### src/rtl/maxpool_layer1.sv
// 2x2 stride-2 signed max pooling from layer 0 (csel=1) into layer 1 (csel=3).
// One window per six cycles: four reads, one drain for the read latency, one write.
module maxpool_layer1 #(
  parameter int IMG_W  = 64,
  parameter int DATA_W = 20,
  parameter int ADDR_W = 12
) (
  input  logic                     clk,
  input  logic                     reset,
  input  logic                     start,
  output logic                     busy,
  output logic                     done,
  output logic                     crd,
  output logic [ADDR_W-1:0]        caddr_rd,
  input  logic signed [DATA_W-1:0] cdata_rd,
  output logic                     cwr,
  output logic [ADDR_W-1:0]        caddr_wr,
  output logic signed [DATA_W-1:0] cdata_wr,
  output logic [2:0]               csel
);

  localparam int CW = $clog2(IMG_W) - 1;

  typedef enum logic [2:0] {
    S_IDLE   = 3'd0,
    S_READ   = 3'd1,
    S_DRAIN  = 3'd2,
    S_WRITE  = 3'd3,
    S_FINISH = 3'd4
  } state_t;

  state_t                   state, state_next;
  logic [1:0]               rd_cnt, rd_cnt_next;
  logic [CW-1:0]            ox, oy, ox_next, oy_next;
  logic signed [DATA_W-1:0] max_val, max_next;
  logic                     last_win;
  logic                     capture, first_sample;

  logic                     busy_d, done_d, crd_d, cwr_d;
  logic [2:0]               csel_d;
  logic [ADDR_W-1:0]        caddr_rd_d, caddr_wr_d;
  logic signed [DATA_W-1:0] cdata_wr_d;

  // State register, window coordinates and running maximum.
  always_ff @(posedge clk or posedge reset) begin
    if (reset) begin
      state   <= S_IDLE;
      rd_cnt  <= 2'd0;
      ox      <= '0;
      oy      <= '0;
      max_val <= '0;
    end else begin
      state   <= state_next;
      rd_cnt  <= rd_cnt_next;
      ox      <= ox_next;
      oy      <= oy_next;
      max_val <= max_next;
    end
  end

  assign last_win = (&ox) & (&oy);

  // Next-state logic; coordinates advance as each window is written.
  always_comb begin
    state_next  = state;
    rd_cnt_next = rd_cnt;
    ox_next     = ox;
    oy_next     = oy;
    case (state)
      S_IDLE: begin
        if (start) begin
          state_next  = S_READ;
          rd_cnt_next = 2'd0;
          ox_next     = '0;
          oy_next     = '0;
        end
      end
      S_READ: begin
        rd_cnt_next = rd_cnt + 2'd1;
        if (rd_cnt == 2'd3) state_next = S_DRAIN;
      end
      S_DRAIN: state_next = S_WRITE;
      S_WRITE: begin
        state_next  = last_win ? S_FINISH : S_READ;
        rd_cnt_next = 2'd0;
        ox_next     = ox + 1'b1;
        if (&ox) oy_next = oy + 1'b1;
      end
      S_FINISH: state_next = S_IDLE;
      default:  state_next = S_IDLE;
    endcase
  end

  // Read data trails its address by one cycle, so samples land in READ 1..3 and DRAIN.
  assign capture      = ((state == S_READ) && (rd_cnt != 2'd0)) || (state == S_DRAIN);
  assign first_sample = (state == S_READ) && (rd_cnt == 2'd1);

  always_comb begin
    max_next = max_val;
    if (capture && (first_sample || (cdata_rd > max_val))) max_next = cdata_rd;
  end

  // Output decode: values for the upcoming cycle, registered below.
  always_comb begin
    busy_d     = (state_next == S_READ) || (state_next == S_DRAIN) || (state_next == S_WRITE);
    done_d     = (state_next == S_FINISH);
    crd_d      = (state_next == S_READ);
    cwr_d      = (state_next == S_WRITE);
    csel_d     = 3'd0;
    caddr_rd_d = caddr_rd;
    caddr_wr_d = caddr_wr;
    cdata_wr_d = cdata_wr;
    if (state_next == S_READ) begin
      csel_d     = 3'd1;
      caddr_rd_d = {oy_next, rd_cnt_next[1], ox_next, rd_cnt_next[0]};
    end
    if (state_next == S_WRITE) begin
      csel_d     = 3'd3;
      caddr_wr_d = ADDR_W'({oy, ox});
      cdata_wr_d = max_next;
    end
  end

  always_ff @(posedge clk or posedge reset) begin
    if (reset) begin
      busy     <= 1'b0;
      done     <= 1'b0;
      crd      <= 1'b0;
      cwr      <= 1'b0;
      csel     <= 3'd0;
      caddr_rd <= '0;
      caddr_wr <= '0;
      cdata_wr <= '0;
    end else begin
      busy     <= busy_d;
      done     <= done_d;
      crd      <= crd_d;
      cwr      <= cwr_d;
      csel     <= csel_d;
      caddr_rd <= caddr_rd_d;
      caddr_wr <= caddr_wr_d;
      cdata_wr <= cdata_wr_d;
    end
  end

endmodule

### config.mk
export PLATFORM = sky130hd
export DESIGN_NAME = maxpool_layer1
export DESIGN_NICKNAME = d
export VERILOG_FILES = /design/src/rtl/maxpool_layer1.sv
export SDC_FILE = /design/constraint.sdc
export NUM_CORES = 1
export LEC_CHECK = 0
export BUFFER_PORTS_ARGS = -buffer_cell sky130_fd_sc_hd__buf_2
export CAP_MARGIN = 40
export CORE_ASPECT_RATIO = 0.8
export CORE_MARGIN = 3
export CORE_UTILIZATION = 40
export CTS_CLUSTER_DIAMETER = 30
export CTS_CLUSTER_SIZE = 14
export DETAILED_ROUTE_END_ITERATION = 10
export PLACE_DENSITY = 0.62
export SLEW_MARGIN = 30
export SYNTH_ARGS = -nofsm -noshare
export SYNTH_HDL_FRONTEND = slang
export SYNTH_SLANG_ARGS = --single-unit
### constraint.sdc
create_clock -name clk -period 7 [get_ports clk]
set_clock_uncertainty 0.15 [all_clocks]
set_input_delay 0 -clock clk [delete_from_list [all_inputs] [get_ports clk]]
set_output_delay 0 -clock clk [all_outputs]
set_load 0.02 [all_outputs]
# ---- Word-level counts from Yosys, hierarchy flattened
# Cells that the tools add are included.
dict set report classes {
  n_eq_ne 9
  n_reduce_logical 11
  n_addsub 3
  mux 14
  order_cmp 1
  bitwise 1
}
# operator n
set op_table {}
lappend op_table {{greater-than comparator 20 bit} 1}
lappend op_table {{two-way mux 20 bit} 1}
lappend op_table {{one-hot mux 5 bit (2 select lines)} 2}
lappend op_table {{two-way mux 5 bit} 3}
lappend op_table {{equality test 3 x 2 -> 1 bit, second input constant} 4}
lappend op_table {{two-way mux 3 bit} 4}
lappend op_table {{one-hot mux 3 bit (4 select lines)} 1}
lappend op_table {{adder 5 x 1 -> 5 bit, second input constant} 2}
lappend op_table {{AND reduction 5 bit} 2}
lappend op_table {{equality test 3 x 1 -> 1 bit, second input constant} 2}
lappend op_table {{one-hot mux 2 bit (3 select lines)} 1}
lappend op_table {{logical OR 1 bit} 4}
lappend op_table {{equality test 3 bit, second input constant} 1}
lappend op_table {{logical AND 1 bit} 3}
lappend op_table {{logical NOT 3 bit} 1}
lappend op_table {{adder 2 x 1 -> 2 bit, second input constant} 1}
lappend op_table {{equality test 2 x 1 -> 1 bit, second input constant} 1}
lappend op_table {{equality test 2 bit, second input constant} 1}
lappend op_table {{two-way mux 2 bit} 1}
lappend op_table {{nonzero test 2 bit} 1}
lappend op_table {{AND 1 bit} 1}
lappend op_table {{two-way mux 1 bit} 1}
dict set report word_totals {
  reg_bits 84
  word_cells 52
}

# ---- Depth between registers and ports, before layout
# Gate-level depths: netlist (run 1).
dict set report depth {
  ltp_word 7
  ltp_mapped 10
  ltp_nobuf 9
}

# ---- Worst setup path after synthesis (run 1)
# No wires, ideal clock.
dict set report synth_timing {
  kind {reg2reg}
  startpoint {register ox[0]}
  endpoint {register caddr_rd[3]}
  synth_period_minus_slack_ns 2.576
  setup_ns 0.125
  stages_incl_launch_ff 11
  path_slack_ns 4.424
  t_arrival_ns 2.302
  n_path_buf 2
  required_ns 6.725
  cell_sequence {dfrtp_1 -> ha_1 -> and3_1 -> ha_1 -> clkbuf_1 -> nand3_1 -> o21ai_1 -> a211oi_1 -> and2b_1 -> buf_2 -> mux2_2}
}
dict set report synth_between {
  elab_chain_cells 5
  elab_cells_between_ends 7
  cone_classes {1 x add/sub; 1 x eq/ne; 3 x mux; 1 x bitwise; 1 x reduce/logical}
}
# element line_no
set synth_rtl {}
lappend synth_rtl {{start, declared} 34} ;# logic [CW-1:0] ox, oy, ox_next, oy_next;
lappend synth_rtl {{start signal, assigned} 55} ;# ox <= ox_next;
lappend synth_rtl {{AND reduction 5 bit} 61} ;# assign last_win = (&ox) & (&oy);
lappend synth_rtl {{AND 1 bit} 61}
lappend synth_rtl {{two-way mux 3 bit} 84} ;# state_next = last_win ? S_FINISH : S_READ;
lappend synth_rtl {{one-hot mux 3 bit (4 select lines)} 69} ;# case (state)
lappend synth_rtl {{net state_next[0]} 32} ;# state_t state, state_next;
lappend synth_rtl {{equality test 3 x 1 -> 1 bit} --}
lappend synth_rtl {{net crd_d} 39} ;# logic busy_d, done_d, crd_d, cwr_d;
lappend synth_rtl {{end signal, assigned} 140} ;# caddr_rd <= caddr_rd_d;
lappend synth_rtl {{end, declared} 14} ;# output logic [ADDR_W-1:0] caddr_rd,
# The timed path passes the listed nets, and every way through them passes these cells.
# A chain may end at the register's enable or synchronous reset.

# ---- Worst setup path after layout (run 1)
dict set report layout_timing {
  startpoint {register max_val[19]}
  endpoint {register max_val[5]}
}
dict set report layout_between {
  elab_chain_cells 4
}
# element line_no
set layout_rtl {}
lappend layout_rtl {{start, declared} 35} ;# logic signed [DATA_W-1:0] max_val, max_next;
lappend layout_rtl {{start signal, assigned} 57} ;# max_val <= max_next;
lappend layout_rtl {{greater-than comparator 20 bit} 100} ;# if (capture && (first_sample || (cdata_rd > max_val))) max_next = cdata_rd;
lappend layout_rtl {{logical OR 1 bit} 100}
lappend layout_rtl {{logical AND 1 bit} 100}
lappend layout_rtl {{two-way mux 20 bit} 100}
lappend layout_rtl {{net max_next[5]} 35}
# The timed path passes the listed nets, and every way through them passes these cells.

==> results.cfg, run 1 <==
[final_layout]
antennaDiodeCount = 0
syn2layout_area_growth_pct = 23.67
final_core_util_pct = 52.23
final_nets = 531
final_cell_mix = 82 x dfrtp_1, 70 x buf_2, 45 x nand2_1
drive_gt1_share_pct = 33.74
mostFrequentLayoutCell = dfrtp_1

[setup_path]
endpoint_kind = flip-flop
worstPathMaxFanout = 20
critPathLaunch = max_val[19]$_DFF_PP0_
worstSetupPathType = reg2reg
slowest_delay_ps = 370
path_buf_inv = 2
crit_arrival_ps = 3240
crit_required_ps = 7090
cp_top_family = compound AO/OA/AOI/OAI gates
path_cells = inv_1, ha_1, nand4_2, o21ai_1, a311o_1, o31a_1, o21ai_2, buf_8, nand2_2, o21ai_1
cpMostUsedCell = o21ai_1
cp_slowest_cell = dfrtp_1
start_kind = flip-flop
r2r-start = max_val[19]$_DFF_PP0_

[place]
portBuffers = 70
dp_slack_ps = 3858
place.gp.congestion = 0.8115
dp_hpwl_mm = 6.133

[outcome]
status = finished, final reports clean

[synth]
synth_edf_count = 0
synth_area_um2 = 4177
postSynthAreaPerCell_um2 = 10.49
syn_inst = 398
synthFlopType = dfrtp_1
ys_ff_latch = 82
ys_types = 47
async_reset_ff_share_pct = 100.0
ys.warnings.count = 0
seq_area_frac_synth_pct = 49.13

[timing]
setup-violations-final = 0
whs_ps = 258.1
rsz0062_at_grt = no
setup_slack_ps = 3857
slew_violations = 0
fmax_mhz = 318.1
final.setup.tns_ps = 0
tightest_slew_ps = 748.0
slew_headroom_pct = 50.14
finalHoldViolCount = 0
period_needed_ps = 3143
finalCritPeriodShare_pct = 44.90

[grt]
track_usage_pct = 16.41
grt_max_degree = 83
antenna_found_initial = 0
grt_pass1_vias = 3129
grt_first_pass_wirelength_mm = 15.69
grt-ovfl-total = 0

[die]
initial_core_util_pct = 42.23
dieHeight_um = 97.40
ios = 74
rows = 32
die_x_um = 120.2
die_area_um2 = 11710
core-area_um2 = 9889

[clocking]
cts_buffer_depth = 2
clkSlewWorstSetupHoldPaths_ps = 60
clock_tree.root_cell = clkbuf_16
cts_tree = built
cts-htree-levels = 3
cts_resized = 0
insertion_delay_ps = 330
cts_buffers = 9
cts_num_sinks = 82

[power]
finalPower_mw = 2.456
switching_share_pct = 42.88
p_leak_nw = 2.533
pwr-share-clk_pct = 21.1
internal-power_mw = 1.403
p_per_area_nw_per_um2 = 475.6
comb_power_share_pct = 47.9
p_seq_share_pct = 30.9
peakVddDrop_mv = 0.1933
p_sw_mw = 1.053

[drt]
vias_per_cell = 4.990
drt-pass1-iter-count = 4
drtIter0Drc = 212
vias = 3104
wl_per_cell_um = 14.88
drc_errors = 0
ant_nets = 0
wl_mm = 9.257

[flow_run]
cap_violations = 0

[min_path]
hold_path_class = in2async
stage by stage:
| stage | std cells | cell area (µm²) |
|---|---|---|
| 2_1_floorplan | 400 | 4184 |
| 3_3_place_gp | 582 | 4583 |
| 3_5_place_dp | 583 | 4604 |
| 4_1_cts | 621 | 5154 |
| 5_1_grt | 622 | 5165 |
| 6_report | 622 | 5165 |
metal layers:
metal	part of all wire, %	GRT usage (%)
met1	50	24.41
met2	44	24.35
met3	5.0	3.434
met4	0.46	4.268
met5	0	0
power groups by stage:
stage / sequential [mW] / combinational [mW] / clock, mW
2_1_floorplan: 0.869 / 0.799 / 0
3_3_place_gp: 0.763 / 1.13 / 0
3_5_place_dp: 0.769 / 1.17 / 0
4_1_cts: 0.761 / 1.18 / 0.530
5_1_grt: 0.784 / 1.31 / 0.552
6_report: 0.760 / 1.18 / 0.519
path summary, 6_finish.rpt:
| path | end | slack (ps) | depth (start not counted) |
|---|---|---|---|
| min in group clk | max_val[14]$_DFF_PP0_ | 320 | 4 |
| min | csel[1]$_DFF_PP0_ | 260 | 4 |
| max | max_val[5]$_DFF_PP0_ | 3860 | 10 |
| min reg2reg | caddr_wr[8]$_DFFE_PP0P_ | 320 | 2 |
| max in group asynchronous | oy[4]$_DFF_PP0_ | 5920 | 4 |
| max reg2reg | max_val[5]$_DFF_PP0_ | 3860 | 10 |
cell families (layout without fill, tap and decap cells):
group,count (synthesis),after routing,synth area share (%)
simple gates,97,97,10.91
mux,14,14,3.745
flops,82,82,49.13
compound gates,120,120,21.63
buf+inv,55,141,5.991
fa+ha+maj,27,27,8.089
xor+xnor,2,2,0.4195
other cells,1,3,0.08979
Yosys cell counts, drive strengths merged, types with 3 or more instances:
library cell	count	area, µm²
inv	28	105.1
nand3	4	20.02
nor2b	3	18.77
mux2	13	146.4
ha	27	337.8
a21oi	30	225.2
clkbuf	14	52.55
nand2	46	172.7
buf	13	92.58
a31oi	20	125.1
a22o	4	36.29
nand4	3	25.02
and3	6	37.54
nor3	3	15.01
o21ai	52	399.1
dfrtp	82	2052
or2	3	18.77
nor2	23	86.33
state kept, by name, summed over array words and instances, names as in the netlist:
register / flops
rd_cnt: 2
oy: 5
caddr_rd: 12
max_val: 20
state: 3
busy: 1
caddr_wr: 10
done: 1
cdata_wr: 20
ox: 5
crd: 1
csel: 2
what timing repair did:
item | in CTS | in global routing
hold endpoints to repair | 123 | 0
buffers inserted | 0 | 0
hold buffers | 22 | 0
worst reg2reg max path: cells and delay by family, from the launching register on:
kind / cells / cell delay (ps)
buffers and inverters: 2 / 310
AND/OR/NAND/NOR: 2 / 540
flip-flops: 1 / 370
AO/OA/AOI/OAI: 5 / 1390
adder cells (fa/ha/maj): 1 / 300
layout make-up:
type,count,area (µm²)
clock buffers,11,242.7
clock inverters,5,86.33
fillers,920,4725
inverters,28,106.4
multi-input cells,263,1884
flip-flops and latches,82,2052
well taps,136,170.2
repair buffers,97,623.1
(Power assumes the default switching activity.)
==> run 2, diff against run 1 <==
Clock period 7 ns to 3.05 ns, I/O delays scaled along.
==> run 2 against run 1 <==
Effect of this change: power is 130% higher; sequential cell count stayed put; hold slack got worse by 140 ps; sequential power rose by 130%; via count is 3.3% higher; routed wire length is 4.6% higher; utilization is 0.57 points higher; critical path type unchanged.
==> results.cfg, run 2 (synthesis results as in run 1) <==
[setup_path]
r2r-start = max_val[19]$_DFF_PP0_
endpoint_kind = flip-flop
rrSetupSlack_ps = 260
crit_required_ps = 3160
crit_arrival_ps = 2900
rr_worst_depth = 10
start_kind = flip-flop
worstSetupPathType = reg2reg
rr_endpoint = cdata_wr[4]$_DFFE_PP0P_
worstPathMaxFanout = 9

[grt]
antenna_found_initial = 0
grt_pass1_vias = 3265
track_usage_pct = 17.50
grt-ovfl-total = 0
grt_max_degree = 36
grt_first_pass_wirelength_mm = 16.53

[final_layout]
final_cell_mix = 82 x dfrtp_1, 70 x buf_2, 46 x nand2_1
final_nets = 538
final_cells = 629
largestRegisters = cdata_wr: 20 flops, max_val: 20 flops, caddr_rd: 12 flops
antennaDiodeCount = 0
syn2layout_area_growth_pct = 25.02
mostFrequentLayoutCell = dfrtp_1
drive_gt1_share_pct = 34.69
stdcell_area_um2 = 5221

[power]
p_per_area_nw_per_um2 = 1097
peakVddDrop_mv = 0.5064
p_leak_nw = 2.565

[clocking]
cts_tree = built
clock_tree.root_cell = clkbuf_16
clkSlewWorstSetupHoldPaths_ps = 70
insertion_delay_ps = 340
cts_buffer_depth = 2
cts_buffers = 9
cts-htree-levels = 3
cts_num_sinks = 82

[drt]
drtIter0Drc = 121
wl_mm = 9.683
ant_nets = 0
drc_errors = 0
wl_per_cell_um = 15.39
drt-pass1-iter-count = 4
vias = 3206
vias_per_cell = 5.097

[timing]
finalCritPeriodShare_pct = 91.43
setup-violations-final = 0
final.setup.tns_ps = 0
whs_ps = 120.4
tightest_slew_ps = 621.1
period_needed_ps = 2789
rsz0062_at_grt = no
slew_violations = 0
finalHoldViolCount = 0
slew_headroom_pct = 58.54
setup_slack_ps = 261.3
fmax_mhz = 358.6

[min_path]
hold_path_class = in2async

[outcome]
status = finished, final reports clean

[die]
die_area_um2 = 11710
ios = 74
die_x_um = 120.2
initial_core_util_pct = 42.23
dieHeight_um = 97.40
core-area_um2 = 9889
rows = 32

[place]
place.gp.congestion = 0.7989
placedCellCount = 591
place_area_um2 = 4671
dp_hpwl_mm = 6.898
portBuffers = 70
dp_slack_ps = 163.6

[flow_run]
cap_violations = 0
==> run 2: cell count changes in the layout (fill, tap and decap cells not counted), sizes merged <==
cell / change
inv: +2
clkinvlp: +1
clkinv: -1
buf: +7
clkbuf: -2
==> run 2: worst max path at each step <==
stage | startpoint | endpoint | cells past startpoint
after floorplan | ox[0]$_DFF_PP0_ | caddr_rd[3]$_DFFE_PP0P_ | 10
final | max_val[19]$_DFF_PP0_ | cdata_wr[4]$_DFFE_PP0P_ | 10
after global placement | max_val[19]$_DFF_PP0_ | cdata_wr[10]$_DFFE_PP0P_ | 9
after detailed placement | max_val[19]$_DFF_PP0_ | cdata_wr[0]$_DFFE_PP0P_ | 9
after global routing | ox[0]$_DFF_PP0_ | caddr_rd[9]$_DFFE_PP0P_ | 9
after CTS | max_val[19]$_DFF_PP0_ | cdata_wr[15]$_DFFE_PP0P_ | 9
==> run 2: area by class of cell <==
type	instances	area, µm²
fill	915	4668
sequential	82	2052
multi-input combinational	263	1888
timing repair buffer	104	680.7
clock buffer	9	225.2
tap	136	170.2
inverter	28	106.4
clock inverter	7	98.84
==> run 2: what timing repair did <==
action | CTS | global route
gates resized for setup | 0 | 1
buffers inserted | 0 | 0
endpoints found under the hold margin | 92 | 0
endpoints found under the setup margin | 0 | 15
hold buffers | 22 | 0
==> run 2: power by group <==
part,switching [mW],internal [mW]
Combinational,1.77,1.03
Clock,0.451,0.724
Sequential,0.246,1.51
Total,2.47,3.26
==> run 2: worst max-delay path, cell delays in order (launching register included) <==
cell and delay, ps:
dfrtp_1 380, inv_1 100, ha_1 300, a21oi_1 190, o21ai_1 80, a311o_1 350, o31a_1 330, o21ai_2 310
buf_4 250, a31oi_1 120, a21oi_2 150
==> run 2: stage by stage <==
step | power [mW] | util, %
after CTS | 5.791 | 52.73
after global placement | 4.492 | 46.95
after detailed placement | 4.564 | 47.23
after floorplan | 3.827 | -
final | 5.728 | 52.80
after global routing | 6.165 | 52.80
==> run 2: routing by layer <==
metal | track usage [%] | part of all wire (%) | vias up
li1 | - | - | 1569
met1 | 24.35 | 47 | 1535
met2 | 27.42 | 46 | 87
met3 | 4.016 | 5.5 | 15
met4 | 5.052 | 1.6 | 0
met5 | 0 | 0 | -
